### src/rtl/regfile_scoreboard.sv
// Register-file scoreboard: tracks in-flight writes per architectural register
// and stalls decode on RAW hazards or when a register's pending-write counter is full.
module regfile_scoreboard #(
  parameter int CNT_W = 2
) (
  input  logic       clk,
  input  logic       rst,
  input  logic       issue_valid,
  input  logic [4:0] issue_rs1,
  input  logic [4:0] issue_rs2,
  input  logic       issue_rs1_used,
  input  logic       issue_rs2_used,
  input  logic [4:0] issue_rd,
  input  logic       issue_rd_we,
  input  logic       wb_valid,
  input  logic [4:0] wb_rd,
  input  logic       flush,
  output logic       stall,
  output logic       issue_accept,
  output logic       busy,
  output logic       err
);

  localparam logic [CNT_W-1:0] CNT_MAX = {CNT_W{1'b1}};
  localparam logic [CNT_W-1:0] CNT_ONE = CNT_W'(1);

  // Entry 0 is never written, so it always reads as zero.
  logic [CNT_W-1:0] cnt     [32];
  logic [CNT_W-1:0] cnt_nxt [32];

  logic [CNT_W-1:0] c_rs1, c_rs2, c_rd, c_wb;
  logic             rs1_haz, rs2_haz, full_haz;
  logic             inc, dec, err_set, busy_nxt;

  assign c_rs1 = cnt[issue_rs1];
  assign c_rs2 = cnt[issue_rs2];
  assign c_rd  = cnt[issue_rd];
  assign c_wb  = cnt[wb_rd];

  // A retiring last write is forwarded through the regfile in the same cycle.
  assign rs1_haz = issue_rs1_used && (issue_rs1 != 5'd0) && (c_rs1 != '0) &&
                   !(wb_valid && (wb_rd == issue_rs1) && (c_rs1 == CNT_ONE));
  assign rs2_haz = issue_rs2_used && (issue_rs2 != 5'd0) && (c_rs2 != '0) &&
                   !(wb_valid && (wb_rd == issue_rs2) && (c_rs2 == CNT_ONE));
  assign full_haz = issue_rd_we && (issue_rd != 5'd0) && (c_rd == CNT_MAX) &&
                    !(wb_valid && (wb_rd == issue_rd));

  assign stall        = issue_valid && !flush && (rs1_haz || rs2_haz || full_haz);
  assign issue_accept = issue_valid && !stall && !flush;

  assign inc     = issue_accept && issue_rd_we && (issue_rd != 5'd0);
  assign dec     = wb_valid && (wb_rd != 5'd0) && (c_wb != '0) && !flush;
  assign err_set = wb_valid && (wb_rd != 5'd0) && (c_wb == '0) && !flush;

  always_comb begin
    cnt_nxt  = cnt;
    busy_nxt = 1'b0;
    for (int i = 1; i < 32; i++) begin
      if (flush) begin
        cnt_nxt[i] = '0;
      end else if (inc && (issue_rd == 5'(i)) && !(dec && (wb_rd == 5'(i)))) begin
        cnt_nxt[i] = cnt[i] + CNT_ONE;
      end else if (dec && (wb_rd == 5'(i)) && !(inc && (issue_rd == 5'(i)))) begin
        cnt_nxt[i] = cnt[i] - CNT_ONE;
      end
      busy_nxt = busy_nxt | (cnt_nxt[i] != '0);
    end
  end

  always_ff @(posedge clk or posedge rst) begin
    if (rst) begin
      for (int i = 0; i < 32; i++) cnt[i] <= '0;
      busy <= 1'b0;
      err  <= 1'b0;
    end else begin
      for (int i = 0; i < 32; i++) cnt[i] <= cnt_nxt[i];
      busy <= busy_nxt;
      err  <= err | err_set;
    end
  end

endmodule
### config.mk
export PLATFORM = sky130hd
export DESIGN_NAME = regfile_scoreboard
export DESIGN_NICKNAME = d
export VERILOG_FILES = /design/src/rtl/regfile_scoreboard.sv
export SDC_FILE = /design/constraint.sdc
export NUM_CORES = 1
export LEC_CHECK = 0
export CAP_MARGIN = 0
export CORE_AREA = 2 2 107 109
export DETAILED_ROUTE_END_ITERATION = 8
export DIE_AREA = 0 0 109 111
export PLACE_DENSITY = 0.81
export SETUP_SLACK_MARGIN = 0.1
export SYNTH_ARGS = -nofsm -noshare
export SYNTH_HDL_FRONTEND = slang
export SYNTH_SLANG_ARGS = --single-unit
### constraint.sdc
create_clock -name clk -period 3.8 [get_ports clk]
set_clock_uncertainty 0.05 [all_clocks]
set_input_delay 0.38 -clock clk [delete_from_list [all_inputs] [get_ports clk]]
set_output_delay 0.38 -clock clk [all_outputs]
set_load 0.02 [all_outputs]
==> impl_metrics.csv, run 1 <==
group,metric,value,unit
floorplan,io-pin-count,32,
synthesis,synth-seq-cells,64,
clock_network,root_buffer,"clkbuf_16",
placed_design,place_ws,-0.963,ns
synthesis,ys_types,80,
synthesis,syn-cell-area,6700,um^2
run_status,haltStage,"5_1_grt",
clock_network,max-clock-path-buffers,2,
synthesis,ys.flop_type,"dfrtp_1",
synthesis,postSynthAreaPerCell,8.32,um^2
placed_design,dp_hpwl,24.7,mm
placed_design,gp_congestion,1.34,
global_route,overflow,137,
floorplan,die-width,109,um
global_route,first_global_vias,12100,
placed_design,portBuffers,31,
run_status,error,"[ERROR GRT-0116] Global routing finished with congestion. Check the congestion regions in the DRC Viewer.",
synthesis,synth_edf_count,0,
synthesis,syn_nets,833,
synthesis,synth.area.top_cells,"dfrtp_1, mux4_2, xnor2_1",
global_route,grt_pass1_wl,77.5,mm
global_route,track_usage,0.875,
synthesis,synth_seq_area_share,0.239,
synthesis,yosysTopAreaCellShare,0.239,
clock_network,cts_buffers,9,
clock_network,hold_buffers,0,
synthesis,yosysWarnings,0,
synthesis,yosys.area.top_type,"dfrtp_1",
global_route,grt_max_degree,77,
clock_network,h-tree-depth,3,
floorplan,initial_core_util,0.605,
run_status,outcome,"did not finish",
floorplan,die_height,111,um
synthesis,async_reset_ff_frac,1.00,
floorplan,core.rowCount,39,
clock_network,cts_sinks,64,
synthesis,synth_cells,805,
[Yosys cell counts (all sizes together) (5+ instances only)]
master / n
nor2: 93
nand2: 67
dfrtp: 64
xnor2: 41
nor3: 36
buf: 34
nand3: 34
a21oi: 31
o21ai: 29
mux2i: 27
mux4: 26
nor2b: 26
xor2: 26
clkbuf: 19
or3: 17
nand4: 16
and2: 15
nand2b: 15
mux2: 14
nor4: 13
o2111ai: 13
a31oi: 12
inv: 10
o211ai: 9
or2: 8
or4: 8
a211oi: 7
nor3b: 6
a21o: 5
and4: 5
o21a: 5
o21bai: 5
o32ai: 5
[per-stage QoR]
stage	cell area (um^2)	setup TNS [ns]	hold slack, ns	util	instances
after global placement	8950	-3.10	0.404	0.808	1184
after detailed placement	8950	-10.82	0.447	0.808	1184
after CTS	9940	0	0.462	0.897	1233
after floorplan	6700	0	0.528	-	805
[cell families after synthesis]
logic type | Yosys count | synth area share
flip-flops | 64 | 0.239
AO/OA/AOI/OAI | 168 | 0.179
XOR/XNOR | 67 | 0.0876
AND/OR/NAND/NOR | 376 | 0.295
multiplexers | 67 | 0.152
buffers and inverters | 63 | 0.0474
[per-layer routing]
| metal | GRT overflow | track usage |
|---|---|---|
| met5 | 2 | 0.679 |
| met4 | 57 | 0.892 |
| met3 | 2 | 0.784 |
| met2 | 69 | 0.947 |
| met1 | 7 | 0.876 |
[what timing repair did]
item / CTS
setup endpoints to repair: 20
buffers inserted: 28
pin swaps: 28
gates resized for setup: 105
cloned: 5
==> run 2, diff against run 1 <==
- CORE_AREA: 2 2 107 109 -> 2 2 133 135
- DIE_AREA: 0 0 109 111 -> 0 0 135 137
- PLACE_DENSITY: 0.81 -> unset
- PLACE_DENSITY_LB_ADDON: unset -> 0.15
- SETUP_SLACK_MARGIN: 0.1 -> unset
==> run 2 against run 1 <==
The flow now finishes, with violations (setup timing). Synthesized cell count is the same. Area after synthesis unchanged.
==> impl_metrics.csv, run 2 <==
group,metric,value,unit
setup_path,end_kind,"flip-flop",
clock_network,h-tree-depth,3,
sta,tightestPinTransition,0.684,ns
floorplan,die_area,18500,um^2
global_route,grt_pass1_wl,53.6,mm
setup_path,start_kind,"flip-flop",
synthesis,syn_nets,833,
synthesis,yosys-top-cells-count,"nor2_1, nand2_1, dfrtp_1, xnor2_1, nor3_1",
drt,wire_per_inst,27.1,um
pwr,leakage,4.74,nW
clock_network,hold_buffers,0,
clock_network,path_clk_slew,0.06,ns
job,drv_cap,0,
synthesis,yosys.area.top_type,"dfrtp_1",
floorplan,die-width,135,um
placed_design,dp.cells,1328,
setup_path,ff2ff_setup_slack,-0.07,ns
pwr,power_density,199,nW/um^2
synthesis,ys_types,80,
global_route,grt_max_degree,52,
floorplan,core,17100,um^2
finish,layoutNonFillerInstCount,1374,
synthesis,syn-cell-area,6700,um^2
drt,first_pass_iters,5,
finish,areaGrowthSynthToFinish,60.8,%
synthesis,yosysWarnings,0,
finish,largest_reg_flops,62,
drt,ant_nets,0,
sta,rsz0062_at_grt,"yes",
synthesis,ys.flop_type,"dfrtp_1",
finish,diodes,0,
finish,nets,1172,
sta,final_hold_viol_count,0,
setup_path,critPathKind,"flip-flop to flip-flop",
synthesis,synth_cells,805,
run_status,outcome,"complete, but fails checks",
finish,reg.largest.list,"cnt x62, busy x1, err x1",
sta,fmax,258,MHz
placed_design,gp_congestion,1.13,
drt,route.detailed.drc,0,
run_status,violations,"setup timing",
global_route,first_global_vias,8612,
placed_design,place_area,9510,um^2
setup_path,path_cells,"mux4_2 -> mux2_4 -> a211oi_4 -> a311oi_2 -> buf_4 -> nor4_4 -> buf_6 -> buf_12 -> and2_4 -> and4_1 -> nor3_2 -> or4_4 -> nor4b_4 -> o2111ai_1",
finish,fillers,1507,
synthesis,async_reset_ff_frac,1.00,
clock_network,root_buffer,"clkbuf_16",
clock_network,clkLatencyLatePin,0.35,ns
clock_network,cts_tree,"done",
global_route,antenna_found_initial,0,
setup_path,cp_data_required_time,3.96,ns
global_route,track_usage,0.402,
sta,fin_ws,-0.0692,ns
setup_path,cp_slowest_stage_delay,0.58,ns
finish,multi_input_area,5330,um^2
pwr,ir_worst_vdd,0.000168,V
synthesis,postSynthAreaPerCell,8.32,um^2
floorplan,die_height,137,um
synthesis,synth_seq_area_share,0.239,
clock_network,cts_sinks,64,
floorplan,initial_core_util,0.393,
sta,min_period,3.87,ns
finish,utilization,0.632,
synthesis,synth_edf_count,0,
setup_path,worst_path_max_delay_cell,"or4_4",
synthesis,synth-seq-cells,64,
sta,drv_slew,0,
drt,finalWirelength,37.2,mm
setup_path,cp_max_fo,5,
setup_path,cp.arrival,4.03,ns
drt,avgViaCountPerCell,6.29,
drt,drt_iter0_markers,1006,
sta,maxSlewHeadroom,0.542,
synthesis,synth.area.top_cells,"dfrtp_1, mux4_2, xnor2_1",
drt,via_count,8644,
synthesis,synth_most_common_cell,"nor2_1",
pwr,finalPower,2.14,mW
worst_hold_path,hp-class,"input port to asynchronous set/reset pin",
finish,regArea,1620,um^2
setup_path,rr_worst_depth,14,
clock_network,cts_buffers,9,
sta,setup_viol,1,
global_route,overflow,0,
finish,most-common-layout-cells,"buf_4, nor2_1, nand2_1",
placed_design,dp_hpwl,28.5,mm
setup_path,r2r-end,"busy",
finish,layout-drive-gt1-share,0.446,
floorplan,io-pin-count,32,
placed_design,place_ws,-0.870,ns
sta,whs,0.415,ns
sta,period_share,1.02,
synthesis,yosysTopAreaCellShare,0.239,
setup_path,worstReg2RegStart,"cnt[40]",
finish,postLayoutCellArea,10800,um^2
clock_network,max-clock-path-buffers,2,
placed_design,portBuffers,31,
finish,regMostFlops,"cnt",
floorplan,core.rowCount,48,
sta,setup_tns,-0.0692,ns
finish,layout_commonest_cell,"buf_4",
run 2: logic make-up after synthesis:
logic type | share of synthesized area
and+or+nand+nor | 0.295
AOI/OAI and AO/OA | 0.179
xor gates and xnor gates | 0.0876
muxes | 0.152
DFF | 0.239
buffers and inverters | 0.0474
run 2: routing by layer:
metal | global-route usage | wire length, um | part of all wire
met5 | 0 | 0 | 0
met4 | 0.200 | 2120 | 0.057
met3 | 0.103 | 4220 | 0.11
met2 | 0.624 | 16400 | 0.44
met1 | 0.522 | 14500 | 0.39
run 2: critical path, delay by kind of cell (launching register included):
kind	cells	cell delay (ns)
buffers and inverters	3	0.46
AOI/OAI and AO/OA	3	0.45
and+or+nand+nor	6	1.55
DFF	1	0.46
muxes	2	0.77
run 2: how the worst max path moves through the flow:
stage | start | to | slack, ns | cells after the start
6_report | cnt[40] | busy | -0.07 | 14
5_1_grt | cnt[50] | busy | -0.18 | 17
4_1_cts | cnt[1] | busy | -0.02 | 15
3_5_place_dp | issue_rd[1] | busy | -0.87 | 17
3_3_place_gp | issue_rd[1] | busy | -0.88 | 17
2_1_floorplan | issue_rs2[2] | busy | 0.29 | 13
run 2: area by class of cell:
class / count / area share
Timing Repair Buffer: 381 / 0.301
Clock buffer: 12 / 0.0229
Sequential cell: 64 / 0.150
Inverter: 10 / 0.00348
Multi-Input combinational cell: 678 / 0.495
Tap cell: 225 / 0.0261
Clock inverter: 4 / 0.00186
run 2: power by group:
| group | total, mW | switching [mW] | internal, mW |
|---|---|---|---|
| combinational | 0.657 | 0.353 | 0.304 |
| clock | 0.792 | 0.336 | 0.456 |
| sequential | 0.693 | 0.00633 | 0.686 |
run 2: timing repair:
| item | 4_1_cts | 5_1_grt |
|---|---|---|
| gates cloned | 4 | 1 |
| pin swaps | 31 | 37 |
| resized for setup | 94 | 70 |
| setup endpoints to repair | 4 | 2 |
| setup buffers | 13 | 15 |
| endpoints found under the hold margin | 0 | 0 |
Note: power is estimated with default switching activity, not from simulation.
